## src/rtl/cpu6_ifu_pkg.sv

```systemverilog
// Shared CPU6 width/depth/NOP constants and the fetch-buffer entry type.
// The `CPU6_* macros are visible to every file compiled after this one.
`ifndef CPU6_DEFINES_V
`define CPU6_DEFINES_V
`define CPU6_XLEN      32
`define CPU6_IFU_DEPTH 2
`define CPU6_NOP       32'h0000_0013
`endif

package cpu6_ifu_pkg;
    localparam int XLEN      = `CPU6_XLEN;
    localparam int IFU_DEPTH = `CPU6_IFU_DEPTH;
    localparam int CNT_W     = $clog2(IFU_DEPTH + 1);
    localparam logic [XLEN-1:0] NOP_INSTR = `CPU6_NOP;

    typedef struct packed {
        logic [XLEN-1:0] pc;
        logic [XLEN-1:0] instr;
    } ifu_entry_t;

    function automatic logic [XLEN-1:0] word_align(input logic [XLEN-1:0] a);
        return {a[XLEN-1:2], 2'b00};
    endfunction
endpackage

```

## src/rtl/cpu6_ifu_fifo.sv

```systemverilog
// Small instruction buffer: register-array FIFO with flush, head always visible
// on rdata_o. Flush wins over push and pop.
module cpu6_ifu_fifo #(
    parameter int WIDTH = 64,
    parameter int DEPTH = 2,
    parameter int CNT_W = $clog2(DEPTH + 1)
) (
    input  logic             clk,
    input  logic             rst_ni,
    input  logic             flush_i,
    input  logic             push_i,
    input  logic [WIDTH-1:0] wdata_i,
    input  logic             pop_i,
    output logic [WIDTH-1:0] rdata_o,
    output logic             valid_o,
    output logic [CNT_W-1:0] count_o
);
    localparam int PTR_W = (DEPTH > 1) ? $clog2(DEPTH) : 1;

    logic [WIDTH-1:0] mem_q [DEPTH];
    logic [PTR_W-1:0] wr_ptr_q, rd_ptr_q;
    logic [CNT_W-1:0] count_q;
    logic             do_push, do_pop;

    function automatic logic [PTR_W-1:0] ptr_inc(input logic [PTR_W-1:0] p);
        return (p == PTR_W'(DEPTH - 1)) ? '0 : p + PTR_W'(1);
    endfunction

    assign do_pop  = pop_i & (count_q != '0);
    assign do_push = push_i & ((count_q != CNT_W'(DEPTH)) | do_pop);

    always_ff @(posedge clk) begin
        if (!rst_ni || flush_i) begin
            wr_ptr_q <= '0;
            rd_ptr_q <= '0;
            count_q  <= '0;
        end else begin
            if (do_push) wr_ptr_q <= ptr_inc(wr_ptr_q);
            if (do_pop)  rd_ptr_q <= ptr_inc(rd_ptr_q);
            count_q <= count_q + CNT_W'(do_push) - CNT_W'(do_pop);
        end
    end

    always_ff @(posedge clk) begin
        if (do_push && !flush_i) mem_q[wr_ptr_q] <= wdata_i;
    end

    assign rdata_o = mem_q[rd_ptr_q];
    assign valid_o = (count_q != '0);
    assign count_o = count_q;
endmodule

```

## src/rtl/cpu6_ifu.sv

```systemverilog
// CPU6 instruction fetch unit: issues word fetches, tracks in-flight and
// to-be-dropped responses, and buffers returned instructions for decode.
module cpu6_ifu
    import cpu6_ifu_pkg::*;
#(
    parameter logic [XLEN-1:0] RESET_PC = 32'h0000_0000
) (
    input  logic            clk,
    input  logic            reset,
    input  logic            redirect_valid,
    input  logic [XLEN-1:0] redirect_pc,
    output logic            instr_valid,
    output logic [XLEN-1:0] instr,
    output logic [XLEN-1:0] instr_pc,
    input  logic            instr_ready,
    output logic            imem_req,
    output logic [XLEN-1:0] imem_addr,
    input  logic            imem_gnt,
    input  logic            imem_rvalid,
    input  logic [XLEN-1:0] imem_rdata
);
    logic [XLEN-1:0]  fpc_q, fpc_d, rsp_pc_q, rsp_pc_d, addr_q;
    logic             pend_q, stale_q, stale_d;
    logic [1:0]       live_q, live_d, drop_q, drop_d, live_after, drop_after;
    logic [CNT_W-1:0] fifo_count;
    logic             fifo_valid, pop, fire, fire_live, fire_stale, rv_live, rv_drop, issue_ok;
    logic [2:0]       occupancy;
    ifu_entry_t       head, push_entry;

    // Dropped responses still occupy memory slots, so they count against the
    // buffer budget; this also bounds live+drop to DEPTH and keeps both counters from wrapping.
    always_comb begin
        pop        = fifo_valid & instr_ready;
        occupancy  = 3'(fifo_count) + 3'(live_q) + 3'(drop_q);
        issue_ok   = occupancy < (3'(IFU_DEPTH) + 3'(pop));
        imem_req   = reset & (pend_q | issue_ok);
        imem_addr  = pend_q ? addr_q : fpc_q;
        fire       = imem_req & imem_gnt;
        fire_stale = fire & stale_q;
        fire_live  = fire & ~stale_q;
        rv_drop    = imem_rvalid & (drop_q != 2'd0);
        rv_live    = imem_rvalid & (drop_q == 2'd0);
        live_after = live_q + {1'b0, fire_live} - {1'b0, rv_live};
        drop_after = drop_q + {1'b0, fire_stale} - {1'b0, rv_drop};
        push_entry = '{pc: rsp_pc_q, instr: imem_rdata};

        fpc_d    = fire_live ? fpc_q + XLEN'(4) : fpc_q;
        rsp_pc_d = rv_live ? rsp_pc_q + XLEN'(4) : rsp_pc_q;
        live_d   = live_after;
        drop_d   = drop_after;
        stale_d  = fire ? 1'b0 : stale_q;
        if (redirect_valid) begin
            fpc_d    = word_align(redirect_pc);
            rsp_pc_d = word_align(redirect_pc);
            live_d   = 2'd0;
            drop_d   = drop_after + live_after;
            stale_d  = imem_req & ~imem_gnt;
        end
    end

    always_ff @(posedge clk) begin
        if (!reset) begin
            fpc_q    <= RESET_PC;
            rsp_pc_q <= RESET_PC;
            addr_q   <= '0;
            pend_q   <= 1'b0;
            stale_q  <= 1'b0;
            live_q   <= 2'd0;
            drop_q   <= 2'd0;
        end else begin
            fpc_q    <= fpc_d;
            rsp_pc_q <= rsp_pc_d;
            addr_q   <= imem_addr;
            pend_q   <= imem_req & ~imem_gnt;
            stale_q  <= stale_d;
            live_q   <= live_d;
            drop_q   <= drop_d;
        end
    end

    always_ff @(posedge clk) begin
        if (reset && imem_rvalid) assert (live_q != 2'd0 || drop_q != 2'd0);
    end

    cpu6_ifu_fifo #(
        .WIDTH ($bits(ifu_entry_t)),
        .DEPTH (IFU_DEPTH),
        .CNT_W (CNT_W)
    ) u_fifo (
        .clk     (clk),
        .rst_ni  (reset),
        .flush_i (redirect_valid),
        .push_i  (rv_live),
        .wdata_i (push_entry),
        .pop_i   (pop),
        .rdata_o (head),
        .valid_o (fifo_valid),
        .count_o (fifo_count)
    );

    assign instr_valid = fifo_valid;
    assign instr       = fifo_valid ? head.instr : NOP_INSTR;
    assign instr_pc    = fifo_valid ? head.pc : '0;
endmodule

```

## config.mk

```make
export PLATFORM = sky130hd
export DESIGN_NAME = cpu6_ifu
export DESIGN_NICKNAME = d
export VERILOG_FILES = /design/src/rtl/cpu6_ifu_pkg.sv /design/src/rtl/cpu6_ifu_fifo.sv /design/src/rtl/cpu6_ifu.sv
export SDC_FILE = /design/constraint.sdc
export NUM_CORES = 1
export LEC_CHECK = 0
export CORE_ASPECT_RATIO = 1.25
export CORE_MARGIN = 8
export CORE_UTILIZATION = 35
export CTS_CLUSTER_DIAMETER = 120
export CTS_CLUSTER_SIZE = 25
export DETAILED_ROUTE_END_ITERATION = 12
export PLACE_DENSITY = 0.63
export SYNTH_ARGS = -nofsm -noshare
export SYNTH_HDL_FRONTEND = slang
export SYNTH_SLANG_ARGS = --single-unit
```

## constraint.sdc

```tcl
create_clock -name clk -period 9.3 [get_ports clk]
set_clock_uncertainty 0.05 [all_clocks]
set_input_delay 1.86 -clock clk [delete_from_list [all_inputs] [get_ports clk]]
set_output_delay 1.86 -clock clk [all_outputs]
set_load 0.01 [all_outputs]
```

==> results.sh, run 1 <==
export IMPL_holdCritPathClass="flip-flop to flip-flop"
export IMPL_wl_per_cell_um=16.9
export IMPL_rrSetupSlack_ps=5590
export IMPL_fin_cells=1324
export IMPL_synthCells=823
export IMPL_die_height_um=201
export IMPL_r2r_start="u_fifo.count_o[1]"
export IMPL_cts_tree="yes"
export IMPL_hold_ws_ps=446
export IMPL_fillers=2549
export IMPL_cp_top_family="buffers and inverters"
export IMPL_grt_max_degree=89
export IMPL_diodes=0
export IMPL_critPathBufInv=4
export IMPL_cts_root_buf="clkbuf_16"
export IMPL_synth_ff_type="edfxtp_1"
export IMPL_finalNetCount=1049
export IMPL_globalplace_congestion=0.789
export IMPL_clkTransAtPathRegs_ps=100
export IMPL_clkLatencyLatePin_ps=490
export IMPL_remaining_drc_errors=0
export IMPL_syn_avg_cell_area_um2=11.7
export IMPL_max_cap_violations=0
export IMPL_hold_path_end="u_fifo.mem_q[0][63]"
export IMPL_hold_buffers=0
export IMPL_period_share_pct=62.4
export IMPL_worstPathRequired_ps=7390
export IMPL_grt_ovfl_total=0
export IMPL_yosysWarnings=0
export IMPL_reg2reg_to="drop_q[1]"
export IMPL_post_place_ws_ps=3470
export IMPL_maxSlewViolCount=0
export IMPL_design_area_um2=12000
export IMPL_grt_pass1_vias=6662
export IMPL_setup_violations=0
export IMPL_tns_ps=0
export IMPL_critPathArrivalTime_ps=3890
export IMPL_die_w_um=164
export IMPL_rsz0062_at_grt="false"
export IMPL_max_freq_mhz=172
export IMPL_htreeDepth=1
export IMPL_power_mw=2.29
export IMPL_synthArstFlopShare_pct=0
export IMPL_drtAntennaViolNets=0
export IMPL_ios=168
export IMPL_synth_area_um2=9630
export IMPL_status="finished clean"
export IMPL_drive_above_1_share_pct=6.06
export IMPL_syn2layout_area_growth_pct=24.5
export IMPL_cts_buffers=13
export IMPL_detailroute_via_count=6508
export IMPL_core_rowCount=68
export IMPL_drt_first_pass_iters=4
export IMPL_ir_drop_v=0.000134
export IMPL_initial_core_util_pct=35.3
export IMPL_clock_sinks=227
export IMPL_cts_resized=0
export IMPL_finalHoldViolCount=0
export IMPL_cts_setup_buffers=0
export IMPL_grt_use_total_pct=13.2
export IMPL_portBuffers=163
export IMPL_min_path_cells=0
export IMPL_dp_cells=1302
export IMPL_grt_pass1_wl_um=35700
export IMPL_hp_start="rsp_pc_q[31]"
export IMPL_p_per_area_nw_per_um2=191
export IMPL_antenna_found_initial=0
export IMPL_design_die_area_um2=33100
export IMPL_cp_end_kind="primary output"
export IMPL_final_core_util_pct=43.9
export IMPL_wl_um=22400
export IMPL_r2r_cells=17
export IMPL_timing_critical_path_slowest_stage_cell="clkdlybuf4s50_1"
export IMPL_postLayoutSetupSlackWorst_ps=3500
export IMPL_clock_path_buffers=3
export IMPL_fin_crit_ps=5800
export IMPL_routed_via_density=4.92
export IMPL_drt_iter0_drc=294
export IMPL_slew_headroom_pct=25.4
export IMPL_dp_hpwl_um=15300
export IMPL_critPathMaxFanout=73
export IMPL_path_cells="buf_2 -> buf_4 -> inv_1 -> nor3_1 -> clkdlybuf4s50_1"
export IMPL_ys_ff_latch=227
export IMPL_coreArea_um2=27300
export IMPL_cpPeakStageDelay_ps=620
export IMPL_placed_area_um2=11600
export IMPL_ys_seq_area_share_pct=60.1
export IMPL_crit_type="input port to primary output"
export IMPL_start_kind="input port"
export IMPL_synth_cell_types=50
export IMPL_synth_edf_count=124
export IMPL_worstMarginPinSlew_ps=1120
export IMPL_p_leak_nw=3.95
metal layers:
| metal | track usage [%] | vias to the layer above | part of all wire, % |
|---|---|---|---|
| met3 | 2.54 | 24 | 5.8 |
| met2 | 22.7 | 170 | 47 |
| met5 | 0 | - | 0 |
| li1 | - | 3237 | - |
| met1 | 16.8 | 3077 | 45 |
| met4 | 3.29 | 0 | 1.7 |
logic make-up (layout without fill, tap and decap cells):
| logic type | Yosys count | after routing | share of synthesized area, % |
|---|---|---|---|
| xor gates and xnor gates | 54 | 54 | 5.05 |
| DFF | 227 | 227 | 60.1 |
| adders and majority gates | 12 | 12 | 1.71 |
| muxes | 91 | 91 | 9.81 |
| buffers and inverters | 65 | 215 | 2.70 |
| and+or+nand+nor | 259 | 259 | 13.9 |
| AOI/OAI and AO/OA | 114 | 114 | 6.78 |
| other | 1 | 2 | 0.0389 |
area by class of cell:
class / count / area [µm²] / area share (%)
inverter: 22 / 82.6 / 0.689
sequential: 227 / 5790 / 48.3
timing repair buffer: 171 / 1690 / 14.1
clock inverter: 2 / 38.8 / 0.323
multi-input combinational: 532 / 3610 / 30.1
tap: 350 / 438 / 3.65
clock buffer: 20 / 352 / 2.93
worst max-delay path by stage:
stage                 from            endpoint  cells past startpoint  slack [ps]
5_1_grt              reset            imem_req                      5        3290
2_1_floorplan  imem_rvalid  u_fifo.mem_q[0][0]                      4        1390
3_3_place_gp         reset            imem_req                      5        3480
3_5_place_dp         reset            imem_req                      5        3470
4_1_cts              reset            imem_req                      5        3440
6_report             reset            imem_req                      5        3500
flip-flops by register name, indices dropped and copies added, names as in the netlist, named ones only:
signal           cells
u_fifo.mem_q       124
addr_q              32
fpc_q               30
rsp_pc_q            30
drop_q               2
live_q               2
u_fifo.count_o       2
pend_q               1
stale_q              1
u_fifo.rd_ptr_q      1
u_fifo.wr_ptr_q      1
cells in the mapped netlist, drive strengths merged (14+ instances only):
cell type  count  area share (%)
nor3          15            0.78
clkbuf        35             1.4
inv           21            0.82
edfxtp       124              39
nand2         32             1.2
nand4         15             1.0
dfxtp        103              21
nand3         23             1.2
and2          38             2.5
mux2          27             3.2
mux2i         64             6.6
xnor2         34             3.1
nor4          14            0.91
xor2          19             1.7
o21ai         39             2.0
nor2          81             3.2
a21oi         46             2.4
report_power, final:
part           internal, mW  total [mW]  switching [mW]  leakage (nW)
Combinational         0.244       0.497           0.253          1.77
Clock                 0.273       0.601           0.328         0.184
Sequential             1.14        1.19          0.0501          1.99
Total                  1.66        2.29           0.631          3.95
cell usage in the layout, fill, tap and decap left out, types with 2 or more instances in the layout:
cell / count
o21ai_0: 39
edfxtp_1: 124
ha_1: 10
buf_4: 8
clkdlybuf4s50_1: 162
xor2_1: 19
inv_1: 21
clkbuf_1: 7
o31a_1: 4
a21oi_1: 46
nor2_1: 80
xnor2_1: 34
nand2b_1: 2
and2_1: 38
mux2i_1: 64
nand3_1: 23
or3_1: 5
nand2_1: 32
o31ai_1: 3
or4_1: 6
nand4_1: 14
and4_1: 9
dfxtp_1: 102
conb_1: 2
fa_1: 2
nor2b_1: 3
and3_1: 9
clkbuf_16: 13
nor4_1: 14
a211oi_1: 2
a31oi_1: 11
mux2_2: 27
nor3_1: 15
or2_1: 2
Note: power is estimated with default switching activity, not from simulation.
==> run 2: changes to the inputs <==
PLACE_DENSITY = 0.65   (was 0.63)
clock period = 4.7 ns   (was 9.3 ns; I/O delays follow)
==> run 2 against run 1 <==
- count of clock-buffer cells in the layout is the same
- combinational power grew 100%
- hold slack gained 3.9 ps
- worst setup slack lost 2900 ps
- critical path type is now flip-flop to primary output
- critical endpoint unchanged
- largest power group unchanged
==> results.sh, run 2 (synthesis gave the netlist of run 1 again) <==
export IMPL_cts_resized=0
export IMPL_cp_top_family="buffers and inverters"
export IMPL_postLayoutSetupSlackWorst_ps=623
export IMPL_p_per_area_nw_per_um2=375
export IMPL_max_freq_mhz=245
export IMPL_routed_via_density=4.95
export IMPL_cp_common_cell="inv_1"
export IMPL_slew_headroom_pct=25.7
export IMPL_initial_core_util_pct=35.3
export IMPL_globalplace_congestion=0.807
export IMPL_power_mw=4.52
export IMPL_start_kind="flip-flop"
export IMPL_design_die_area_um2=33100
export IMPL_detailroute_via_count=6558
export IMPL_maxSlewViolCount=0
export IMPL_clkTransAtPathRegs_ps=110
export IMPL_worstPathRequired_ps=3710
export IMPL_critPathBufInv=3
export IMPL_worstMarginPinSlew_ps=1110
export IMPL_final_common_cell="clkdlybuf4s50_1"
export IMPL_status="finished clean"
export IMPL_ir_drop_v=0.000238
export IMPL_setup_violations=0
export IMPL_tns_ps=0
export IMPL_critPathMaxFanout=4
export IMPL_ios=168
export IMPL_diodes=0
export IMPL_cpPeakStageDelay_ps=610
export IMPL_reg_top3="u_fifo.mem_q: 124 flops, addr_q: 32 flops"
export IMPL_hold_buffers=0
export IMPL_design_area_um2=12000
export IMPL_holdCritPathClass="flip-flop to flip-flop"
export IMPL_wl_per_cell_um=16.9
export IMPL_die_w_um=164
export IMPL_critPathArrivalTime_ps=3090
export IMPL_drtAntennaViolNets=0
export IMPL_path_cells="inv_1 -> fa_1 -> inv_1 -> ha_1 -> xor2_1 -> nor2_1 -> nor3_1 -> clkdlybuf4s50_1"
export IMPL_cts_root_buf="clkbuf_16"
export IMPL_wl_um=22500
export IMPL_regMostFlops="u_fifo.mem_q"
export IMPL_drive_above_1_share_pct=6.25
export IMPL_grt_pass1_vias=6602
export IMPL_remaining_drc_errors=0
export IMPL_core_rowCount=68
export IMPL_portBuffers=163
export IMPL_rsz0062_at_grt="false"
export IMPL_die_height_um=201
export IMPL_cts_buffers=13
export IMPL_cp_end_kind="primary output"
export IMPL_crit_type="flip-flop to primary output"
export IMPL_max_cap_violations=0
export IMPL_final_cell_mix="clkdlybuf4s50_1 (162), edfxtp_1 (124), dfxtp_1 (102)"
export IMPL_clock_path_buffers=3
export IMPL_timing_critical_path_slowest_stage_cell="clkdlybuf4s50_1"
export IMPL_finalNetCount=1052
export IMPL_period_share_pct=86.7
export IMPL_grt_use_total_pct=13.2
export IMPL_antenna_found_initial=0
export IMPL_clock_sinks=227
export IMPL_coreArea_um2=27300
export IMPL_syn2layout_area_growth_pct=24.9
export IMPL_clkLatencyLatePin_ps=480
export IMPL_htreeDepth=1
export IMPL_drt_iter0_drc=399
export IMPL_finalHoldViolCount=0
export IMPL_dp_hpwl_um=15600
export IMPL_grt_max_degree=73
export IMPL_cts_setup_buffers=0
export IMPL_largest_reg_flops=124
export IMPL_cts_tree="yes"
export IMPL_fin_crit_ps=4080
export IMPL_post_place_ws_ps=991
export IMPL_grt_ovfl_total=0
export IMPL_p_leak_nw=3.96
export IMPL_drt_first_pass_iters=5
export IMPL_grt_pass1_wl_um=35300
export IMPL_placed_area_um2=11700
-- run 2: changes by cell type in the layout (fill, tap and decap cells not counted), sizes merged --
cell and delta:
buf +3, inv -1
-- run 2: area by class of cell --
class / instances / area [µm²]
Timing Repair Buffer: 174 / 1730
Clock buffer: 20 / 352
Clock inverter: 1 / 30.0
Fill cell: 2546 / 15300
Tap cell: 350 / 438
Sequential cell: 227 / 5790
Multi-Input combinational cell: 532 / 3610
Inverter: 22 / 82.6
-- run 2: power by group --
| group | total [mW] | switching [mW] | internal, mW |
|---|---|---|---|
| Combinational | 0.995 | 0.503 | 0.491 |
| Sequential | 2.36 | 0.0996 | 2.26 |
| Clock | 1.17 | 0.634 | 0.535 |
-- run 2: worst register-to-register path, stage by stage, from the launching register on --
cell	delay, ps
dfxtp_1	460
inv_1	100
fa_1	490
inv_1	40
ha_1	190
xor2_1	270
nor2_1	120
nor3_1	320
nand3_1	140
ha_1	290
inv_1	40
ha_1	280
ha_1	200
xnor2_1	140
nand2_1	80
xnor2_1	180
nor2_1	50
-- run 2: final timing paths --
path,from,endpoint,slack (ps),depth (start not counted)
min,addr_q[0],addr_q[0],450,1
max,u_fifo.count_o[1],imem_req,620,8
max reg2reg,u_fifo.count_o[1],drop_q[1],1140,16
min reg2reg,addr_q[0],addr_q[0],450,1
-- run 2: per-layer routing --
metal / track usage (%) / share of wire, % / up-vias
met3: 2.33 / 6.3 / 35
met1: 16.6 / 43 / 3084
li1: - / - / 3248
met2: 22.2 / 47 / 191
met5: 0 / 0 / -
met4: 4.71 / 2.9 / 0
-- run 2: metrics by stage --
| step | hold WS (ps) | std cells | util, % |
|---|---|---|---|
| after floorplan | 395 | 824 | - |
| after global placement | 420 | 1305 | 42.7 |
| after detailed placement | 426 | 1305 | 42.7 |
| after CTS | 453 | 1326 | 44.1 |
| after global routing | 480 | 1326 | 44.1 |
| final | 450 | 1326 | 44.1 |
==> run 3: changes to the inputs <==
CAP_MARGIN = 20   (was default)
CELL_PAD_IN_SITES_DETAIL_PLACEMENT = 1   (was default)
CELL_PAD_IN_SITES_GLOBAL_PLACEMENT = 2   (was default)
CORE_UTILIZATION = 31   (was 35)
PLACE_DENSITY = 0.81   (was 0.65)
==> run 3 against run 2 <==
- flip-flop and latch count unchanged
- highest routed layer unchanged
- largest power group unchanged
- power rose by 0.81%
- sequential share of layout area decreased by 0.47 points
- via count is 1.2% higher
- routed wire length grew 8.2%
- final cell count increased by 4.6%
- non-clock buffer count rose by 5
- global-route usage shrank 0.40 points
- first-iteration DRC count decreased by 45%
==> results.sh, run 3 (synthesis gave the netlist of run 1 again) <==
export IMPL_clock_sinks=227
export IMPL_cts_buffers=13
export IMPL_die_w_um=174
export IMPL_finalNetCount=1057
export IMPL_reg_top3="u_fifo.mem_q: 124 flops, addr_q: 32 flops"
export IMPL_p_per_area_nw_per_um2=375
export IMPL_postLayoutSetupSlackWorst_ps=607
export IMPL_wl_per_cell_um=17.5
export IMPL_rsz0062_at_grt="false"
export IMPL_cts_root_buf="clkbuf_16"
export IMPL_p_leak_nw=3.99
export IMPL_cp_top_family="buffers and inverters"
export IMPL_cpPeakStageDelay_ps=620
export IMPL_hold_ws_ps=447
export IMPL_fin_crit_ps=4090
export IMPL_holdCritPathClass="flip-flop to flip-flop"
export IMPL_clock_path_buffers=3
export IMPL_initial_core_util_pct=31.3
export IMPL_critPathMaxFanout=4
export IMPL_final_cell_mix="clkdlybuf4s50_1 (162), edfxtp_1 (124), dfxtp_1 (102)"
export IMPL_period_share_pct=87.1
export IMPL_max_freq_mhz=244
export IMPL_antenna_found_initial=0
export IMPL_detailroute_via_count=6634
export IMPL_tns_ps=0
export IMPL_cp_end_kind="primary output"
export IMPL_ir_drop_v=0.000190
export IMPL_drt_iter0_drc=221
export IMPL_clkLatencyLatePin_ps=480
export IMPL_max_cap_violations=0
export IMPL_fillers=3340
export IMPL_crit_type="flip-flop to primary output"
export IMPL_final_common_cell="clkdlybuf4s50_1"
export IMPL_drtAntennaViolNets=0
export IMPL_grt_ovfl_total=0
export IMPL_cts_setup_buffers=0
export IMPL_setup_violations=0
export IMPL_grt_max_degree=73
export IMPL_worstMarginPinSlew_ps=994
export IMPL_wl_um=24300
export IMPL_worstPathRequired_ps=3710
export IMPL_timing_critical_path_slowest_stage_cell="clkdlybuf4s50_1"
export IMPL_design_die_area_um2=37000
export IMPL_final_core_util_pct=39.5
export IMPL_clkTransAtPathRegs_ps=110
export IMPL_remaining_drc_errors=0
export IMPL_ios=168
export IMPL_largest_reg_flops=124
export IMPL_hold_buffers=0
export IMPL_dp_cells=1367
export IMPL_core_rowCount=72
export IMPL_globalplace_congestion=0.788
export IMPL_drt_first_pass_iters=4
export IMPL_routed_via_density=4.78
export IMPL_start_kind="flip-flop"
export IMPL_htreeDepth=1
export IMPL_syn2layout_area_growth_pct=26.2
export IMPL_diodes=0
export IMPL_cp_common_cell="inv_1"
export IMPL_critPathBufInv=3
export IMPL_drive_above_1_share_pct=6.73
export IMPL_cts_tree="yes"
export IMPL_grt_pass1_wl_um=38800
export IMPL_fin_cells=1387
export IMPL_regArea_um2=5790
export IMPL_portBuffers=163
export IMPL_status="finished clean"
export IMPL_critPathArrivalTime_ps=3100
export IMPL_finalHoldViolCount=0
export IMPL_grt_pass1_vias=6907
export IMPL_slew_headroom_pct=33.7
export IMPL_multi_input_area_um2=3610
export IMPL_post_place_ws_ps=949
export IMPL_regMostFlops="u_fifo.mem_q"
export IMPL_grt_use_total_pct=12.8
export IMPL_maxSlewViolCount=0
export IMPL_dp_hpwl_um=17500
export IMPL_die_height_um=213
export IMPL_path_cells="inv_1 -> fa_1 -> inv_1 -> ha_1 -> xor2_1 -> nor2_1 -> nor3_1 -> clkdlybuf4s50_1"
export IMPL_coreArea_um2=30800
export IMPL_cts_resized=0
## run 3: changes by cell type in the layout (fill, tap and decap cells not counted)
| cell | change |
|---|---|
| buf_12 | +1 |
| buf_4 | +4 |
| clkbuf_1 | -1 |
## run 3: path summary, 6_finish.rpt
| path | from | endpoint | slack (ps) | cells past startpoint |
|---|---|---|---|---|
| max | u_fifo.count_o[1] | imem_req | 610 | 8 |
| min | rsp_pc_q[31] | u_fifo.mem_q[0][63] | 450 | 0 |
| max reg2reg | u_fifo.count_o[1] | drop_q[1] | 1180 | 16 |
| min reg2reg | rsp_pc_q[31] | u_fifo.mem_q[0][63] | 450 | 0 |
## run 3: cell type report
| type | count | area share [%] |
|---|---|---|
| Sequential cell | 227 | 47.6 |
| Multi-Input combinational cell | 532 | 29.7 |
| Inverter | 22 | 0.679 |
| Tap cell | 407 | 4.19 |
| Timing Repair Buffer | 179 | 14.7 |
| Clock buffer | 19 | 2.86 |
| Clock inverter | 1 | 0.247 |
## run 3: stage by stage
step	area [µm²]	power [mW]
after global routing	12200	4.79
final	12200	4.56
after floorplan	9650	2.95
after detailed placement	11800	3.44
after global placement	11800	3.41
after CTS	12200	4.64
## run 3: layer usage
metal	part of all wire, %	vias up	global-route usage (%)	wire length, µm
li1	-	3253	-	-
met1	46	3218	16.3	11100
met2	48	141	22.2	11700
met3	4.3	22	2.37	1050
met4	1.7	0	3.10	417
met5	0	-	0	0
## run 3: power breakdown
part           internal, mW  total, mW  switching [mW]  leakage (nW)
clock network         0.532       1.19           0.653         0.179
logic                 0.497       1.01           0.516          1.82
registers              2.26       2.36           0.100          1.99
